===== src/rtl/phase_gen_pkg.sv =====
// Shared constants and types for the phase-programmable transducer drive channels.
package phase_gen_pkg;
  localparam int PHASE_W    = 7;
  localparam int DIV        = 10;
  localparam int PERIOD     = 125;
  localparam int HIGH_TICKS = 62;

  typedef logic [PHASE_W-1:0] phase_t;

  // Folds out-of-range requests (PERIOD..2^PHASE_W-1) back into 0..PERIOD-1.
  function automatic phase_t norm_phase(input phase_t p, input int period);
    if (int'(p) >= period) return phase_t'(int'(p) - period);
    return p;
  endfunction
endpackage


===== src/rtl/tick_divider.sv =====
// Free-running divide-by-DIV counter; tick is high for the last count of each cycle.
module tick_divider #(
  parameter int DIV = 10
) (
  input  logic clock_in,
  input  logic reset_n,
  output logic tick
);
  localparam int CW = (DIV > 1) ? $clog2(DIV) : 1;

  logic [CW-1:0] div_cnt;

  always_ff @(posedge clock_in or negedge reset_n) begin
    if (!reset_n)                     div_cnt <= '0;
    else if (div_cnt == CW'(DIV - 1)) div_cnt <= '0;
    else                              div_cnt <= div_cnt + 1'b1;
  end

  assign tick = (div_cnt == CW'(DIV - 1));
endmodule


===== src/rtl/phase_shift_generator.sv =====
// Phase-shifted square-wave drive for one levitator transducer channel.
// Build option PHASE_SYNC_APPLY_EN: defer phase commits to the period boundary.
module phase_shift_generator
  import phase_gen_pkg::*;
#(
  parameter int DIV        = phase_gen_pkg::DIV,
  parameter int PERIOD     = phase_gen_pkg::PERIOD,
  parameter int HIGH_TICKS = phase_gen_pkg::HIGH_TICKS
) (
  input  logic   clock_in,
  input  logic   reset_n,
  input  phase_t phase_shift,
  input  logic   apply_shift,
  output logic   clock_out,
  output logic   tick
);
  localparam int WW = (PERIOD > 1) ? $clog2(PERIOD) : 1;
  localparam int SW = ((WW > PHASE_W) ? WW : PHASE_W) + 1;

  logic [WW-1:0] wave_cnt;
  phase_t        active_phase, pending_phase;
  logic          pending, apply_d;
  logic          apply_rise, commit;
  logic [SW-1:0] wave_ext, phase_ext, shifted;

  tick_divider #(.DIV(DIV)) u_div (
    .clock_in (clock_in),
    .reset_n  (reset_n),
    .tick     (tick)
  );

  always_ff @(posedge clock_in or negedge reset_n) begin
    if (!reset_n)                             wave_cnt <= '0;
    else if (tick && wave_cnt == WW'(PERIOD - 1)) wave_cnt <= '0;
    else if (tick)                            wave_cnt <= wave_cnt + 1'b1;
  end

  // Distance from the shifted zero point, wrapped into 0..PERIOD-1.
  always_comb begin
    wave_ext  = SW'(wave_cnt);
    phase_ext = SW'(active_phase);
    shifted   = (wave_ext >= phase_ext) ? wave_ext - phase_ext
                                        : wave_ext + SW'(PERIOD) - phase_ext;
  end

  always_ff @(posedge clock_in or negedge reset_n) begin
    if (!reset_n)  clock_out <= 1'b0;
    else if (tick) clock_out <= (shifted < SW'(HIGH_TICKS));
  end

  assign apply_rise = apply_shift & ~apply_d;

`ifdef PHASE_SYNC_APPLY_EN
  assign commit = tick & pending & (wave_cnt == WW'(PERIOD - 1));
`else
  assign commit = tick & pending;
`endif

  // A rise coinciding with a commit wins: the fresh request stays pending.
  always_ff @(posedge clock_in or negedge reset_n) begin
    if (!reset_n) begin
      apply_d       <= 1'b0;
      pending       <= 1'b0;
      pending_phase <= '0;
      active_phase  <= '0;
    end else begin
      apply_d <= apply_shift;
      if (commit) begin
        active_phase <= pending_phase;
        pending      <= 1'b0;
      end
      if (apply_rise) begin
        pending_phase <= norm_phase(phase_shift, PERIOD);
        pending       <= 1'b1;
      end
    end
  end
endmodule


===== config.mk =====
export PLATFORM = sky130hd
export DESIGN_NAME = phase_shift_generator
export DESIGN_NICKNAME = d
export VERILOG_FILES = /design/src/rtl/phase_gen_pkg.sv /design/src/rtl/tick_divider.sv /design/src/rtl/phase_shift_generator.sv
export SDC_FILE = /design/constraint.sdc
export NUM_CORES = 1
export LEC_CHECK = 0
export BUFFER_PORTS_ARGS = -buffer_cell sky130_fd_sc_hd__buf_2
export CORE_MARGIN = 1
export CORE_UTILIZATION = 55
export DETAILED_ROUTE_END_ITERATION = 8
export GPL_ROUTABILITY_DRIVEN = 1
export PLACE_DENSITY_LB_ADDON = 0.05
export SLEW_MARGIN = 0
export SYNTH_ARGS = -nofsm -noshare
export SYNTH_HDL_FRONTEND = slang
export SYNTH_HIERARCHICAL = 1
export SYNTH_SLANG_ARGS = --single-unit

===== constraint.sdc =====
create_clock -name clock_in -period 3 [get_ports clock_in]
set_clock_uncertainty 0.1 [all_clocks]
set_input_delay 0.3 -clock clock_in [delete_from_list [all_inputs] [get_ports clock_in]]
set_output_delay 0.3 -clock clock_in [all_outputs]
set_load 0.02 [all_outputs]

# Word-level counts from Yosys, hierarchy flattened
# Index checks and enable logic that the tools add are counted.
# totals
input_bits	10
reg_bits	28
output_inout_bits	2
elab_cells	34
# classes
n_reduce_logical	3
bitwise	3
n_addsub	6
n_mux	10
magnitude_cmp	3
n_eq_ne	2
# ops
operator	count
7-bit two-way mux	4
7-bit by 7-bit adder with 8-bit output, second input constant	1
8-bit by 6-bit < comparator with 1-bit output, second input constant	1
8-bit two-way mux	1
7-bit by 7-bit subtractor with 8-bit output	1
8-bit by 7-bit subtractor with 8-bit output	1
7-bit by 1-bit adder with 7-bit output, second input constant	1
7-bit == test, second input constant	1
7-bit >= comparator	1
7-bit >= comparator, second input constant	1
7-bit subtractor, second input constant	1
4-bit by 1-bit adder with 4-bit output, second input constant	1
4-bit == test, second input constant	1
1-bit two-way mux	4
4-bit two-way mux	1
2-bit nonzero test	2
1-bit AND	2
1-bit logical AND	1
1-bit inverter	1

# Logic depth before layout (Yosys ltp)
# Gate-level depths: netlist of run 1.
# logic_depth
depth_word	4
depth_mapped	11
depth_no_buf	11

# Hierarchy
# Netlist of run 1, hierarchy kept.
# by_module_without_submodules
module	cells_each	area_each_um2	seq_area_each_um2	n_inst
phase_shift_generator	193	1785.5	600.6	1
tick_divider	15	171.4	100.1	1

# Least setup slack after synthesis of run 1
# Ideal clock, no wire load.
# synth_timing
kind	register to register
from	reg wave_cnt[1]
to	reg clock_out
path_buffers	0
t_required_ns	2.769
synth_period_minus_slack_ns	2.464
stages_incl_launch_ff	12
setup_slack_ns	0.536
setup_ns	0.131
t_arrival_ns	2.232
path_cell_list	dfrtp_1 -> inv_1 -> ha_1 -> inv_1 -> ha_1 -> fa_1 -> xor2_1 -> nand3_1 -> o311ai_0 -> o21ai_0 -> nand4_1 -> nand3_1
# synth_between
elab_chain_cells	4
word_cells_on_any_way	6
cone_classes	add/sub (3); order compare (2); mux (1)
# synth_lines
element	line	source
start: declaration	phase_shift_generator.sv:20	logic [WW-1:0] wave_cnt;
start signal: assignment	phase_shift_generator.sv:35	else if (tick) wave_cnt <= wave_cnt + 1'b1;
7-bit by 7-bit adder with 8-bit output	phase_shift_generator.sv:43	: wave_ext + SW'(PERIOD) - phase_ext;
8-bit by 7-bit subtractor with 8-bit output	phase_shift_generator.sv:43	
8-bit two-way mux (*)	phase_shift_generator.sv:42	shifted = (wave_ext >= phase_ext) ? wave_ext - phase_ext
8-bit by 6-bit < comparator with 1-bit output (*)	phase_shift_generator.sv:48	else if (tick) clock_out <= (shifted < SW'(HIGH_TICKS));
end signal: assignment	phase_shift_generator.sv:48	
end: declaration	phase_shift_generator.sv:14	output logic clock_out,
# Mark *: on every way between the ends. The rest lies on a longest branch, timed or not.
# A chain may end at the register's enable or synchronous reset.

# Worst setup path after layout of run 1
# Same ends and word-level chain as after synthesis.

==> metrics, run 1 <==
status=finished, final reports clean; CP startpoint kind=flop; setup TNS=0 ns; clk sink count=28; Die Ht=61.7 um; Slew Limit Fails=0; DRC violation count after routing=0; syn_area_per_cell=9.41 um2; ys flop type=dfrtp_1; vias after detailed routing=1505; GPL Wtd Cong=0.868; hold path cells=2; n_diodes=0; Ports=12; power per cell area=459 mW/mm2; Worst-Margin Slew=0.629 ns; ratio of cells with drive above 1 in the final layout=0.147; Worst VDD drop=0.000232 V; Slew HR=0.580; Antenna Violating Nets Remaining=0; Crit. Startpoint=wave_cnt[1]; CTS root buf=clkbuf_4; sequential-to-total area share from yosys stat=0.358; fin nets=261; Synth-to-Final Area Change=9.46%; Fmax=0.359 GHz; Setup violations, final=0; Post-CTS Setup Bufs=0; Yosys cell types=41; Post-Layout Cell Count=270; critical path class=reg2reg; placed cells=264; FF+latch count, synth=28; initial antenna violation count=0; Yosys top cell by area=dfrtp_1; vias in the first global route=1453; number of max-cap violations=0; Routed WL=3780 um; Post-DP Area=0.00207 mm2; RSZ-0062 raised after global routing=no; Synth async-reset ratio=1.00; hold wc startpoint=phase_shift[6]; initial drt markers=72; Synth area leaders=dfrtp_1, ha_1, inv_1; worst reg2reg endpoint=clock_out; worst skew pair latency=0.33 ns; post-route design area=0.00214 mm2; placed wire-length estimate=3060 um; R2R Path Start=wave_cnt[1]; largest net degree at the start of global routing=29; cell area after synthesis=0.00196 mm2; smallest hold slack=0.106 ns; DR WL/cell=14.0 um; CTS Buf Count=3; TritonRoute pass-1 iters=4; CTS tree=done; P_leak=1.05 nW; Hold Path Class=in2reg; WHS Endpoint=pending_phase[6]; GRT overflow=0; Clock Path Buffers=2; drt via density=5.57; WP data arrival=2.89 ns; crit share post-route=0.928; Hold Fails Final Rpt=0; initial core utilization=0.582; Worst EP required=3.11 ns; top-area cell type share of the netlist area=0.358; first-pass GRT wire length=6240 um; net count after synthesis=244; total die area=0.00380 mm2; Worst Setup End Kind=flop; R2R setup slack=0.22 ns; Clock Pin Slew Worst Setup and Hold Paths=0.16 ns; Gate Count Post-Synth=208; synth warn=6; R2R cell count=11; gr usage total=0.224; Die X=61.7 um; CP Max Fanout=6; EDFF count, synth=0; Port Buf Inserts=11; row count=21; fin crit period=2.78 ns; CTS H-Tree Depth=1; Core ar.=0.00336 mm2
-- cells in the final DEF, fill, tap and decap left out, types with 2 or more instances in the layout --
cell,n
a21o_1,2
nand2b_1,4
xor2_1,3
nand3b_1,2
nand3_1,5
clkbuf_4,3
a21oi_1,10
dlygate4sd3_1,2
and3_1,2
mux2_2,9
a31oi_1,2
ha_1,24
nor2_1,8
nor3_1,4
inv_1,33
buf_2,11
nor3b_1,2
nand4_1,4
fa_1,2
nand2_1,17
xnor2_1,9
a22o_1,3
dfrtp_1,27
and3_4,3
o21ai_0,13
-- metal layers --
| layer | track usage | part of all wire |
|---|---|---|
| met5 | 0 | 0 |
| met3 | 0.0231 | 0.015 |
| met1 | 0.273 | 0.46 |
| met2 | 0.418 | 0.51 |
| met4 | 0.0571 | 0.011 |
-- critical path: stages, from the launching register on --
cell      delay (ns)
dfrtp_2         0.46
inv_1           0.09
ha_1            0.32
inv_1           0.06
ha_1            0.21
fa_1            0.40
xor2_1          0.15
nand3_1         0.11
o311ai_0        0.38
o21ai_0         0.17
nand4_1         0.12
nand3_1         0.08
-- report_power, final --
part / switching, mW / internal, mW / leakage [nW] / total (mW)
sequential: 0.0256 / 0.411 / 0.346 / 0.436
combinational: 0.165 / 0.136 / 0.674 / 0.301
clock: 0.110 / 0.135 / 0.0279 / 0.245
total: 0.300 / 0.682 / 1.05 / 0.982
-- cell usage after synthesis (2+ instances only) --
master and instances:
inv_1 33, dfrtp_1 28, ha_1 24, nand2_1 17, o21ai_0 13, a21oi_1 10, mux2_2 9, xnor2_1 9
nor2_1 8, nand3_1 5, nand2b_1 4, nand4_1 4, nor3_1 4, a22o_1 3, and3_4 3, xor2_1 3
a21o_1 2, a31oi_1 2, and3_1 2, fa_1 2, nand3b_1 2, nor3b_1 2
-- area by class of cell --
| class | instances | area (um2) |
|---|---|---|
| multi-input combinational | 145 | 1120 |
| fill | 310 | 1220 |
| sequential | 28 | 702 |
| inverter | 33 | 124 |
| timing repair buffer | 14 | 82.6 |
| clock inverter | 1 | 30.0 |
| clock buffer | 3 | 22.5 |
| tap | 46 | 57.6 |
-- sequential cells by signal, summed over array words and instances, names as in the netlist --
register	flops
active_phase	7
apply_d	1
clock_out	1
pending	1
pending_phase	7
u_div/div_cnt	4
wave_cnt	7
-- how the worst max path moves through the flow --
stage / endpoint / slack (ns) / depth (start not counted)
finish: clock_out / 0.22 / 11
global route: clock_out / 0.07 / 11
CTS: clock_out / 0.15 / 11
detailed placement: clock_out / 0.21 / 11
global placement: clock_out / 0.42 / 11
floorplan: clock_out / 0.54 / 11
-- repair_timing --
action / in CTS / in global routing
hold buffers: 2 / 0
gates resized for setup: 0 / 1
setup endpoints to repair: 0 / 1
endpoints found under the hold margin: 29 / 0
-- cell families (layout without fill, tap and decap cells) --
group / Yosys count / count (layout) / share of synthesized area
adders and majority gates: 26 / 26 / 0.174
and+or+nand+nor: 59 / 59 / 0.169
AOI/OAI and AO/OA: 39 / 39 / 0.125
buffers and inverters: 35 / 51 / 0.0678
DFF: 28 / 28 / 0.358
xor gates and xnor gates: 12 / 12 / 0.0537
muxes: 9 / 9 / 0.0518
-- through the flow --
stage / setup slack, ns / util / power (mW)
2_1_floorplan: 0.536 / - / 0.661
5_1_grt: 0.0697 / 0.637 / 1.04
4_1_cts: 0.154 / 0.637 / 0.989
3_5_place_dp: 0.209 / 0.615 / 0.741
3_3_place_gp: 0.425 / 0.615 / 0.724
6_report: 0.217 / 0.637 / 0.982
(Power assumes the default switching activity.)
==> run 2: changes to the inputs <==
--- a/config.mk
+++ b/config.mk
@@ -11,6 +11,7 @@
 export DETAILED_ROUTE_END_ITERATION = 8
 export GPL_ROUTABILITY_DRIVEN = 1
 export PLACE_DENSITY_LB_ADDON = 0.05
+export RECOVER_POWER = 50
 export SLEW_MARGIN = 0
 export SYNTH_ARGS = -nofsm -noshare
 export SYNTH_HDL_FRONTEND = slang
==> run 2 against run 1 <==
Effect of this change: first-iteration DRC count up 5.6%; register-to-register slack about the same; hold slack about the same; critical path depth unchanged; sequential power about the same; setup slack about the same; cell count unchanged; non-clock buffer count unchanged; critical path type unchanged; largest cell class unchanged; largest power group unchanged; highest routed layer unchanged.
==> metrics, run 2 (synthesis gave the netlist of run 1 again) <==
Clock power frac=0.250 (about the same); power per cell area=459 mW/mm2 (about the same); grt peak-use layer=met2 (unchanged); Worst Setup End Kind=flop (unchanged); Top Registers=active_phase (7), pending_phase (7), wave_cnt (7) (unchanged); row count=21 (unchanged); Die X=61.7 um (unchanged); CP bufs+invs=2 (unchanged); fin nets=261 (unchanged); n_diodes=0 (unchanged); CP Max Fanout=6 (unchanged); Synth-to-Final Area Change=9.21% (was 9.46%); cell family with most CP delay=adder cells (unchanged); Worst EP required=3.11 ns (about the same); sequential group share of total power=0.445 (was 0.444); Routed WL=3780 um (about the same); placed wire-length estimate=3060 um (unchanged); Setup violations, final=0 (unchanged); Hold Fails Final Rpt=0 (unchanged); GRT overflow=0 (unchanged); DR WL/cell=14.0 um (about the same); met3 Usage GRT=0.0231 (unchanged); Fmax=0.359 GHz (about the same); commonest non-fill, non-tap cell in the layout=inv_1 (unchanged); Hold Path Class=in2reg (unchanged); crit-path cells=inv_1, ha_1, inv_1, ha_1, fa_1, xor2_1, nand3_1, o311ai_0, o21ai_0, nand4_1, nand3_1 (unchanged); Post-DP Area=0.00207 mm2 (unchanged); Core ar.=0.00336 mm2 (unchanged); fin crit period=2.78 ns (about the same); CTS tree=done (unchanged); Port Buf Inserts=11 (unchanged); CTS H-Tree Depth=1 (unchanged); ratio of cells with drive above 1 in the final layout=0.134 (was 0.147); Comb power frac=0.306 (about the same); Worst VDD drop=0.000232 V (about the same); GRT met1 Usage=0.273 (unchanged); initial drt markers=76 (was 72); largest net degree at the start of global routing=29 (unchanged); smallest hold slack=0.106 ns (about the same); clk sink count=28 (unchanged); CP max stage cell=dfrtp_2 (unchanged); Slew HR=0.00149 (was 0.580); total die area=0.00380 mm2 (unchanged); NetSw=300 uW (about the same); critical path class=reg2reg (unchanged); GPL Wtd Cong=0.868 (unchanged); crit share post-route=0.927 (was 0.928); CP startpoint kind=flop (unchanged); initial core utilization=0.582 (unchanged); RSZ-0062 raised after global routing=no (unchanged); GR Layer Usage met2=0.418 (unchanged); status=finished, final reports clean (unchanged); DRC violation count after routing=0 (unchanged); vias in the first global route=1453 (unchanged); worst skew pair latency=0.33 ns (about the same); Slew Limit Fails=0 (unchanged); setup TNS=0 ns (unchanged); Post-Layout Cell Count=270 (unchanged); vias after detailed routing=1505 (unchanged); Worst-Margin Slew=1.50 ns (was 0.629 ns); Finished Core Util=0.635 (was 0.637); WP data arrival=2.89 ns (about the same); pre-CTS WS=0.209 ns (unchanged); gr usage total=0.224 (unchanged); post-route design area=0.00214 mm2 (about the same); Antenna Violating Nets Remaining=0 (unchanged); drt via density=5.57 (unchanged); Ports=12 (unchanged); Clock Pin Slew Worst Setup and Hold Paths=0.16 ns (about the same); CTS root buf=clkbuf_4 (unchanged); Pint=682 uW (about the same); Sw Ratio=0.306 (about the same); total power=982 uW (about the same); TritonRoute pass-1 iters=4 (unchanged); slowest stage delay, CP=0.46 ns (about the same); initial antenna violation count=0 (unchanged); Clock Path Buffers=2 (unchanged); P_leak=1.04 nW (was 1.05 nW); CTS Buf Count=3 (unchanged); Setup WS post-layout=0.218 ns (was 0.217 ns); placed cells=264 (unchanged); commonest non-fill, non-tap cells in the layout=inv_1, dfrtp_1, ha_1 (unchanged); first-pass GRT wire length=6240 um (unchanged); Post-CTS Setup Bufs=0 (unchanged); Die Ht=61.7 um (unchanged); number of max-cap violations=0 (unchanged)
[run 2: worst paths after layout]
| check | startpoint | end | slack [ns] | cells after the start |
|---|---|---|---|---|
| max in group asynchronous | reset_n | wave_cnt[1] | 1.10 | 2 |
| min | phase_shift[6] | pending_phase[6] | 0.11 | 2 |
| min in group asynchronous | reset_n | wave_cnt[5] | 0.73 | 2 |
| max | wave_cnt[1] | clock_out | 0.22 | 11 |
| min reg2reg | u_div/div_cnt[0] | u_div/div_cnt[0] | 0.41 | 1 |
| max reg2reg | wave_cnt[1] | clock_out | 0.22 | 11 |
[run 2: layer usage]
layer,vias up,routed length [um]
met5,-,0
met1,737,1730
met2,17,1950
li1,745,-
met4,0,43
met3,6,57
[run 2: timing repair]
item | 4_1_cts | 5_1_grt
hold buffers | 2 | 0
setup endpoints to repair | 0 | 1
hold endpoints to repair | 29 | 0
gates resized for setup | 0 | 1
[run 2: final cells by class]
cell class	instances	area, um2
Tap cell	46	57.6
Fill cell	313	1230
Clock buffer	3	22.5
Multi-Input combinational cell	145	1120
Timing Repair Buffer	14	80.1
Inverter	33	124
Sequential cell	28	702
Clock inverter	1	30.0
[run 2: power by group through the flow]
| stage | sequential, mW | combinational, mW | clock [mW] |
|---|---|---|---|
| final | 0.436 | 0.300 | 0.245 |
| after global routing | 0.441 | 0.337 | 0.266 |
| after CTS | 0.436 | 0.300 | 0.253 |
| after detailed placement | 0.444 | 0.297 | 0 |
| after global placement | 0.441 | 0.283 | 0 |
| after floorplan | 0.442 | 0.219 | 0 |
